**config.mk**
```make
export PLATFORM = sky130hd
export DESIGN_NAME = fp_add_norm_pipe
export DESIGN_NICKNAME = d
export VERILOG_FILES = /design/src/rtl/fp_add_norm_pipe_pkg.sv /design/src/rtl/fp_add_norm_pipe_lzc.sv /design/src/rtl/fp_add_norm_pipe.sv
export SDC_FILE = /design/constraint.sdc
export NUM_CORES = 1
export LEC_CHECK = 0
export BUFFER_PORTS_ARGS = -buffer_cell sky130_fd_sc_hd__buf_2
export CAP_MARGIN = 20
export CORE_ASPECT_RATIO = 0.7
export CORE_MARGIN = 2
export CORE_UTILIZATION = 55
export CTS_BUF_LIST = sky130_fd_sc_hd__clkbuf_4
export CTS_CLUSTER_DIAMETER = 40
export DETAILED_ROUTE_END_ITERATION = 12
export PLACE_DENSITY = 0.78
export SLEW_MARGIN = 20
export SYNTH_ARGS = -nofsm -noshare
export SYNTH_HDL_FRONTEND = slang
export SYNTH_SLANG_ARGS = --single-unit
```
**constraint.sdc**
```tcl
create_clock -name clk -period 4.4 [get_ports clk]
set_input_delay 1.1 -clock clk [delete_from_list [all_inputs] [get_ports clk]]
set_output_delay 1.1 -clock clk [all_outputs]
set_load 0.005 [all_outputs]
```
**src/rtl/fp_add_norm_pipe_pkg.sv**
```systemverilog
// Shared FP definitions for the adder post-normalisation path:
// default widths, FP16 special values, rounding-mode encodings and
// the stage-1 to stage-2 payload layout.
package fp_add_norm_pipe_pkg;

    localparam int unsigned DEF_EW   = 5;
    localparam int unsigned DEF_MW   = 10;
    localparam int unsigned DEF_BIAS = (1 << (DEF_EW - 1)) - 1;

    localparam logic [15:0] FP16_POS_INF  = 16'h7C00;
    localparam logic [15:0] FP16_NEG_INF  = 16'hFC00;
    localparam logic [15:0] FP16_POS_ZERO = 16'h0000;
    localparam logic [15:0] FP16_NEG_ZERO = 16'h8000;

    typedef enum logic {
        RND_RNE   = 1'b0,
        RND_TRUNC = 1'b1
    } rnd_mode_e;

    // Normalised payload handed from S1 to S2 (default FP16 widths).
    // exp carries one extra bit so carry/round overflow past all-ones is visible.
    typedef struct packed {
        logic              sign;
        logic [DEF_EW:0]   exp;
        logic [DEF_MW-1:0] frac;
        logic              g;
        logic              r;
        logic              s;
        logic              zero;
        logic              uf;
        rnd_mode_e         rnd;
    } fp16_s1_t;

    function automatic int unsigned exp_bias(input int unsigned ew);
        return (1 << (ew - 1)) - 1;
    endfunction

endpackage

```
**src/rtl/fp_add_norm_pipe_lzc.sv**
```systemverilog
// Parametrised priority leading-zero counter (combinational).
// cnt = number of zeros above the most significant set bit; W when all zero.
module fp_lzc #(
    parameter int unsigned W = 14,
    localparam int unsigned CW = $clog2(W + 1)
) (
    input  logic [W-1:0]  in_bits,
    output logic [CW-1:0] cnt,
    output logic          all_zero
);

    // Scan upward so the highest set bit is the last one to win.
    always_comb begin
        cnt = CW'(W);
        for (int unsigned i = 0; i < W; i++) begin
            if (in_bits[i]) begin
                cnt = CW'(W - 1 - i);
            end
        end
    end

    assign all_zero = ~|in_bits;

endmodule

```
**src/rtl/fp_add_norm_pipe.sv**
```systemverilog
// Pipelined post-add normaliser/rounder for the FP adder path.
// S1 renormalises the raw signed-magnitude sum, S2 rounds and packs.
// Two-deep valid/ready pipeline, one beat per cycle, order preserved.
module fp_add_norm_pipe
    import fp_add_norm_pipe_pkg::*;
#(
    parameter int unsigned EW = DEF_EW,
    parameter int unsigned MW = DEF_MW
) (
    input  logic           clk,
    input  logic           rst_n,
    input  logic           in_valid,
    output logic           in_ready,
    input  logic           in_sign,
    input  logic [EW-1:0]  in_exp,
    input  logic [MW+4:0]  in_mant,
    input  logic           in_rnd,
    output logic           out_valid,
    input  logic           out_ready,
    output logic [EW+MW:0] out_result,
    output logic           out_ovf,
    output logic           out_uf,
    output logic           out_inexact
);

    // Hidden bit down to sticky bit.
    localparam int unsigned NW  = MW + 4;
    localparam int unsigned LZW = $clog2(NW + 1);
    localparam logic [EW:0] EXP_MAX = (EW + 1)'((1 << EW) - 1);

    // Same layout as the package payload, sized by this instance's parameters.
    typedef struct packed {
        logic          sign;
        logic [EW:0]   exp;
        logic [MW-1:0] frac;
        logic          g;
        logic          r;
        logic          s;
        logic          zero;
        logic          uf;
        rnd_mode_e     rnd;
    } s1_payload_t;

    logic           ready_en;
    logic           s1_valid;
    logic           s1_adv;
    logic           s2_adv;
    logic           accept;
    s1_payload_t    s1_d;
    s1_payload_t    s1_q;
    logic [LZW-1:0] lz_cnt;
    logic           lz_zero;
    logic [NW-1:0]  norm_mant;

    logic           round_up;
    logic [MW:0]    frac_sum;
    logic [EW:0]    exp_rnd;
    logic           ovf_d;
    logic           inexact_d;
    logic [EW+MW:0] result_d;

    fp_lzc #(.W(NW)) u_lzc (
        .in_bits  (in_mant[NW-1:0]),
        .cnt      (lz_cnt),
        .all_zero (lz_zero)
    );

    assign s2_adv   = !out_valid || out_ready;
    assign s1_adv   = !s1_valid || s2_adv;
    assign in_ready = ready_en && s1_adv;
    assign accept   = in_valid && in_ready;

    // S1: carry renormalise, zero detect, underflow flush or left normalise.
    always_comb begin
        s1_d      = '0;
        s1_d.sign = in_sign;
        s1_d.rnd  = rnd_mode_e'(in_rnd);
        norm_mant = in_mant[NW-1:0] << lz_cnt;
        if (in_mant[NW]) begin
            s1_d.exp  = {1'b0, in_exp} + (EW + 1)'(1);
            s1_d.frac = in_mant[NW-1:4];
            s1_d.g    = in_mant[3];
            s1_d.r    = in_mant[2];
            s1_d.s    = |in_mant[1:0];
        end else if (lz_zero) begin
            s1_d.zero = 1'b1;
        end else if (32'(lz_cnt) >= 32'(in_exp)) begin
            s1_d.uf = 1'b1;
        end else begin
            s1_d.exp  = {1'b0, in_exp} - (EW + 1)'(lz_cnt);
            s1_d.frac = norm_mant[NW-2:3];
            s1_d.g    = norm_mant[2];
            s1_d.r    = norm_mant[1];
            s1_d.s    = norm_mant[0];
        end
    end

    // S2: rounding increment, overflow saturation to Inf, result packing.
    always_comb begin
        round_up  = (s1_q.rnd == RND_RNE) && s1_q.g && (s1_q.r || s1_q.s || s1_q.frac[0]);
        frac_sum  = {1'b0, s1_q.frac} + (MW + 1)'(round_up);
        exp_rnd   = s1_q.exp + (EW + 1)'(frac_sum[MW]);
        ovf_d     = !s1_q.zero && !s1_q.uf && (exp_rnd >= EXP_MAX);
        inexact_d = s1_q.g || s1_q.r || s1_q.s;
        if (s1_q.zero || s1_q.uf) begin
            result_d = {s1_q.sign, {(EW + MW){1'b0}}};
        end else if (ovf_d) begin
            result_d = {s1_q.sign, EXP_MAX[EW-1:0], {MW{1'b0}}};
        end else begin
            result_d = {s1_q.sign, exp_rnd[EW-1:0], frac_sum[MW-1:0]};
        end
    end

    // Input acceptance is held off until the first clock after reset release.
    always_ff @(posedge clk or negedge rst_n) begin
        if (!rst_n) begin
            ready_en <= 1'b0;
        end else begin
            ready_en <= 1'b1;
        end
    end

    // S1 register: loads a new beat whenever S1 can advance.
    always_ff @(posedge clk or negedge rst_n) begin
        if (!rst_n) begin
            s1_valid <= 1'b0;
            s1_q     <= '0;
        end else if (s1_adv) begin
            s1_valid <= accept;
            if (accept) begin
                s1_q <= s1_d;
            end
        end
    end

    // S2/output register: holds while stalled, flags cleared on bubbles.
    always_ff @(posedge clk or negedge rst_n) begin
        if (!rst_n) begin
            out_valid   <= 1'b0;
            out_result  <= '0;
            out_ovf     <= 1'b0;
            out_uf      <= 1'b0;
            out_inexact <= 1'b0;
        end else if (s2_adv) begin
            out_valid <= s1_valid;
            if (s1_valid) begin
                out_result  <= result_d;
                out_ovf     <= ovf_d;
                out_uf      <= s1_q.uf;
                out_inexact <= inexact_d;
            end else begin
                out_result  <= '0;
                out_ovf     <= 1'b0;
                out_uf      <= 1'b0;
                out_inexact <= 1'b0;
            end
        end
    end

endmodule

```
* Word level (Yosys, flattened, before mapping)
Index checks and enable logic that the tools add are counted.
** Storage, ports and cells
- Register bits :: 45
- Input bits :: 26
- Output and inout port bits :: 21
- Word-level logic and storage cells :: 71
** Operators by class
- $add $sub $neg :: 4
- Magnitude comparators :: 2
- Shift-type cells :: 1
- Mux-type cells :: 27
- Bitwise gates (word level) :: 1
- Reduce and logical (&&, ||, !) cells :: 20
** Operator list (count)
- 19-bit two-way mux :: 3
- 4-bit two-way mux :: 8
- 15-bit two-way mux :: 2
- 16-bit two-way mux :: 1
- 14-bit OR reduction :: 1
- 14-bit by 4-bit left shift with 13-bit output :: 1
- 3-bit two-way mux :: 4
- 10-bit by 1-bit adder with 11-bit output :: 1
- 1-bit logical OR :: 7
- 5-bit by 1-bit adder with 6-bit output (second input constant) :: 1
- 6-bit by 1-bit adder with 6-bit output :: 1
- 6-bit by 5-bit greater-or-equal comparator with 1-bit output (second input constant) :: 1
- 1-bit logical AND :: 6
- 1-bit two-way mux :: 6
- 2-bit two-way mux :: 3
- 5-bit by 4-bit subtractor with 6-bit output :: 1
- 4-bit by 5-bit greater-or-equal comparator with 1-bit output :: 1
- 1-bit zero test :: 4
- 2-bit AND reduction :: 1
- 2-bit OR reduction :: 1
- 1-bit NOT :: 1

* Logic depth before layout (Yosys ltp)
- Word-level depth :: 18
- Gate-level depth with buffers :: 15
- Gate-level depth less buffers :: 15

* Hierarchy
Synthesis repeated with hierarchy kept, for this count alone.
** Unflattened totals
- Cells, all modules :: 347
- Area total of the unflattened synthesis :: 3061.7 um^2
** By module, submodules not included
- fp_add_norm_pipe :: instances 1, cells each 321, area an instance 2904.0 um^2, sequential area each 1126.1 um^2
- fp_lzc :: instances 1, cells each 26, area an instance 157.7 um^2, sequential area each 0.0 um^2

* Worst setup path before layout
No wires, ideal clock.
- Path type :: input-to-reg
- From :: input in_mant[7]
- To :: register s1_q[12] (netlist name)
- Library setup time :: 82 ps
- Arrival :: 3855 ps
- Data required time :: 4318 ps
- Path slack :: 463 ps
- Cell stages on the path :: 13
- Path buffers :: 1
- Cells stage by stage :: buf_2 > inv_1 > a2111o_1 > o21ai_4 > inv_4 > ha_1 > fa_1 > nand2b_1 > a21oi_1 > a21oi_1 > nor3_1 > o211ai_1 > a31oi_1
** Between the ends
- Longest elaborated chain between the ends :: 11
- Elaborated cells on any way between the ends :: 13
- Classes of those cells :: order compare: 1; shift: 1; mux: 10; reduce/logical: 1
** RTL lines
- start, declared :: line fp_add_norm_pipe.sv:16 : input logic [MW+4:0] in_mant,
- 4-bit two-way mux (7 in a row) :: line fp_add_norm_pipe_lzc.sv:16 : if (in_bits[i]) begin
- 4-bit by 5-bit greater-or-equal comparator with 1-bit output or 14-bit by 4-bit left shift with 13-bit output (tied branches) :: line fp_add_norm_pipe.sv:87, fp_add_norm_pipe.sv:78
- 19-bit two-way mux :: line fp_add_norm_pipe.sv:87 : end else if (32'(lz_cnt) >= 32'(in_exp)) begin
- 19-bit two-way mux * :: line fp_add_norm_pipe.sv:85 : end else if (lz_zero) begin
- 19-bit two-way mux * :: line fp_add_norm_pipe.sv:79 : if (in_mant[NW]) begin
- end signal, assigned :: line fp_add_norm_pipe.sv:127 : s1_q <= '0;
- end signal, assigned :: line fp_add_norm_pipe.sv:131 : s1_q <= s1_d;
- end, declared :: line fp_add_norm_pipe.sv:50 : s1_payload_t s1_q;
Every way passes the cells marked *; elsewhere a longest branch is shown, timed or not.
A chain may end at the register's enable or synchronous reset.

* Worst setup path in the final report
- From :: input in_mant[13]
- To :: register s1_q[13] (netlist name)
** Between the ends
- Longest elaborated chain between the ends :: 5
- Elaborated cells on any way between the ends :: 7
- Classes of those cells :: order compare: 1; shift: 1; mux: 4; reduce/logical: 1
** RTL lines (line)
- 4-bit two-way mux :: fp_add_norm_pipe_lzc.sv:16
- 4-bit by 5-bit greater-or-equal comparator with 1-bit output or 14-bit by 4-bit left shift with 13-bit output (tied branches) :: fp_add_norm_pipe.sv:87, fp_add_norm_pipe.sv:78
- 19-bit two-way mux :: fp_add_norm_pipe.sv:87
- 19-bit two-way mux * :: fp_add_norm_pipe.sv:85
- 19-bit two-way mux * :: fp_add_norm_pipe.sv:79
Marks and branches as above.

==> metrics.txt <==
status=completed; layout cell share with drive strength beyond 1=20.2%; CP max stage delay=0.49 ns; EDFF count, synth=0; total power draw=~1.0 mW; fillers=~460; critical path class=in2reg; Internal=0.650 mW; most used cell, CP=a21oi_1; Die Y=approximately 66 um; Antenna Cells=0; Syn Inst Count=348; clock share of power=19.8%; Worst Tran Pin Value=0.992 ns; Sink Count=45; r2r endpoint=out_result[0]$_DFFE_PN0P_; Sw Ratio=34.9%; # IOs=47; count of final hold-check violations=0; Post-Route Setup TNS=0 ns; post-DR wirelength/cell=roughly 16 um; CP endpoint kind=flip-flop; Clock Skew=0.00900 ns; root buffer cell=clkbuf_4; Final Wtd Congestion=1.00; initial DRC count=176; RSZ-0062 raised after global routing=no; Hold Buf Count CTS=0; clock transition at the registers of the reported paths=0.14 ns; die area=slightly above 0.006 mm^2; post-layout util=63.8%; fraction of registers with async set/reset=100%; minimum clock period=3.92 ns; Crit Path Max Fanout=9; Syn Area/Cell=8.57 um^2; synthesized flop and latch total=45; global route overflow=0; Max Clk Rate=around 260 MHz; Nets=425; CTS tree=built; vias per cell=slightly below 6; dominant cells by area after synthesis=dfrtp_1 (38%), nand2_1 (5.9%), nor2_1 (4.7%), o21ai_0 (3.7%), ha_1 (3.4%); Worst EP required=between 4 and 5 ns; Worst Setup SP=in_mant[13]; worst r2r path cells=14; Seq pwr share=51.6%; post-CTS setup buffers=0; crit path launch type=primary input; Synth top area share=between 30% and 40%; Final Max Tran Viols=0; Syn-to-layout area delta=11.9%; Detailed Place HPWL=roughly 5600 um; CP Capture Point=s1_q[13]$_DFFE_PN0P_; gr usage total=26.1%; Port-buffer cells=46; Initial Utilization=57.0%; final WL=7340 um; sequential area share after synthesis=between 30 and 40%; initial antenna violation count=0; DRC violations left=0; vias in the first global route=between 2,000 and 3,000; pwr dens=299 mW/mm^2; width of the die=92.0 um; Core Area=0.00523 mm^2; CTS buffer count=5; Setup violations, final=0; Lkg Pwr=1.54 nW; Clock Tree Buf Depth=2; main flop type after synthesis=dfrtp_1; worst hold-check path type=reg2reg; Worst-Skew Late Latency=0.35 ns; syn nets=383; H-Tree Level Count=2; VDD IR-drop max=approximately 120 uV; Max Cap Viol=0; mapped cell area=0.00298 mm^2; Synthesis Warnings=0; Slowest-stage cell, CP=a2111o_1; post_cts resized=0; Initial DRT Pass Iterations=4; Final ANT Viol Nets=0; critical-path cell list=buf_2 > nor2b_4 > a2111o_1 > o21ai_4 > inv_4 > ha_1 > fa_1 > nand2b_1 > a21oi_1 > a21oi_1 > nor3_2 > buf_4 > nand4_1 > a31oi_1; final worst-path cycle share=89.0%; r2r startpoint=s1_q[0]$_DFFE_PN0P_; Switching Power=0.349 mW; cell taking the most area after synthesis=dfrtp_1; Slew HR=around a third; largest net degree at the start of global routing=46; vias=approximately 2,700; combinational group share of total power=28.5%; arrival time worst endpoint=4.19 ns; distinct cell type count after synthesis=54; reg2reg setup slack=1.15 ns; FP Rows=22; global-route wire length before repair=between 10,000 and 15,000 um
-- cells in the mapped netlist, types with 7 or more instances --
cell type / count
nand2_1: 47
nand3_1: 12
and3_1: 7
a21oi_1: 19
nor2_1: 37
nand2b_1: 8
xnor2_1: 8
inv_1: 10
ha_1: 8
clkbuf_1: 12
o21ai_0: 22
dfrtp_1: 45
xor2_1: 8
mux2i_1: 9
nor3_1: 7
-- through the flow --
step,worst slack (ns),hold slack (ns),std cells,instance area [um^2]
floorplan,0.463,0.437,348,2980
global placement,0.325,0.444,455,3280
detailed placement,0.163,0.460,455,3280
CTS,0.533,0.490,463,3340
global route,0.302,0.512,463,3340
finish,0.484,0.485,463,3340
-- layout by cell type, fill, tap and decap left out, types with 6 or more instances in the layout --
master	count
a221oi_1	6
nand2_1	47
nor2_1	37
o21ai_1	6
dfrtp_1	45
a21oi_1	19
inv_1	10
nor3_1	7
xnor2_1	8
xor2_1	8
buf_2	46
ha_1	8
buf_4	7
nand2b_1	8
and3_1	7
mux2i_1	9
nand3_1	12
o21ai_0	22
-- worst min path at each step --
stage                          startpoint                         end  slack, ns  depth (start not counted)
4_1_cts        out_result[11]$_DFFE_PN0P_  out_result[11]$_DFFE_PN0P_       0.49                          2
6_report       out_result[11]$_DFFE_PN0P_  out_result[11]$_DFFE_PN0P_       0.48                          2
2_1_floorplan         s1_q[0]$_DFFE_PN0P_         s1_q[0]$_DFFE_PN0P_       0.44                          2
3_5_place_dp   out_result[11]$_DFFE_PN0P_  out_result[11]$_DFFE_PN0P_       0.46                          2
3_3_place_gp   out_result[10]$_DFFE_PN0P_  out_result[10]$_DFFE_PN0P_       0.44                          2
5_1_grt        out_result[11]$_DFFE_PN0P_  out_result[11]$_DFFE_PN0P_       0.51                          2
-- layer usage --
| layer | up-vias | share of wire [%] | track usage (%) | wire (um) |
|---|---|---|---|---|
| li1 | 1336 | - | - | - |
| met1 | 1267 | 50 | 39.5 | 3650 |
| met2 | 119 | 43 | 39.3 | 3130 |
| met3 | 9 | 6.5 | 4.01 | 478 |
| met4 | 0 | 1.1 | 6.72 | 82 |
| met5 | - | 0 | 0 | 0 |
-- power by group through the flow --
stage	Clock (mW)	Combinational (mW)	Sequential (mW)
CTS	0.204	0.284	0.515
floorplan	0	0.182	0.515
finish	0.198	0.285	0.516
global placement	0	0.278	0.518
global route	0.229	0.320	0.523
detailed placement	0	0.282	0.523
-- cell type report --
| class | count | area, um^2 | share of cell area (%) |
|---|---|---|---|
| inverters | 15 | 58.8 | 1.76 |
| clock inverters | 3 | 21.3 | 0.637 |
| repair buffers | 53 | 283 | 8.47 |
| flip-flops and latches | 45 | 1130 | 33.7 |
| clock buffers | 5 | 37.5 | 1.12 |
| multi-input cells | 270 | 1720 | 51.6 |
| well taps | 72 | 90.1 | 2.70 |
-- sequential cells by signal, indices dropped and copies added (netlist names) --
register / cells
out_inexact: 1
out_ovf: 1
out_result: 16
out_uf: 1
out_valid: 1
ready_en: 1
s1_q: 23
s1_valid: 1
-- worst max-delay path: cells and delay by family --
family / cells / cell delay [ns]
AOI/OAI and AO/OA: 5 / 1.30
and+or+nand+nor: 4 / 0.63
adders and majority gates: 2 / 0.60
buffers and inverters: 3 / 0.53
-- logic make-up after synthesis --
family                     after synthesis  share of synthesized area [%]
DFF                                     45                           37.8
muxes                                   11                           3.78
xor gates and xnor gates                16                           4.70
other                                    1                          0.126
AOI/OAI and AO/OA                       96                           23.3
adders and majority gates                9                           4.03
buffers and inverters                   33                           4.57
and+or+nand+nor                        137                           21.8
Note: power is estimated with default switching activity, not from simulation.
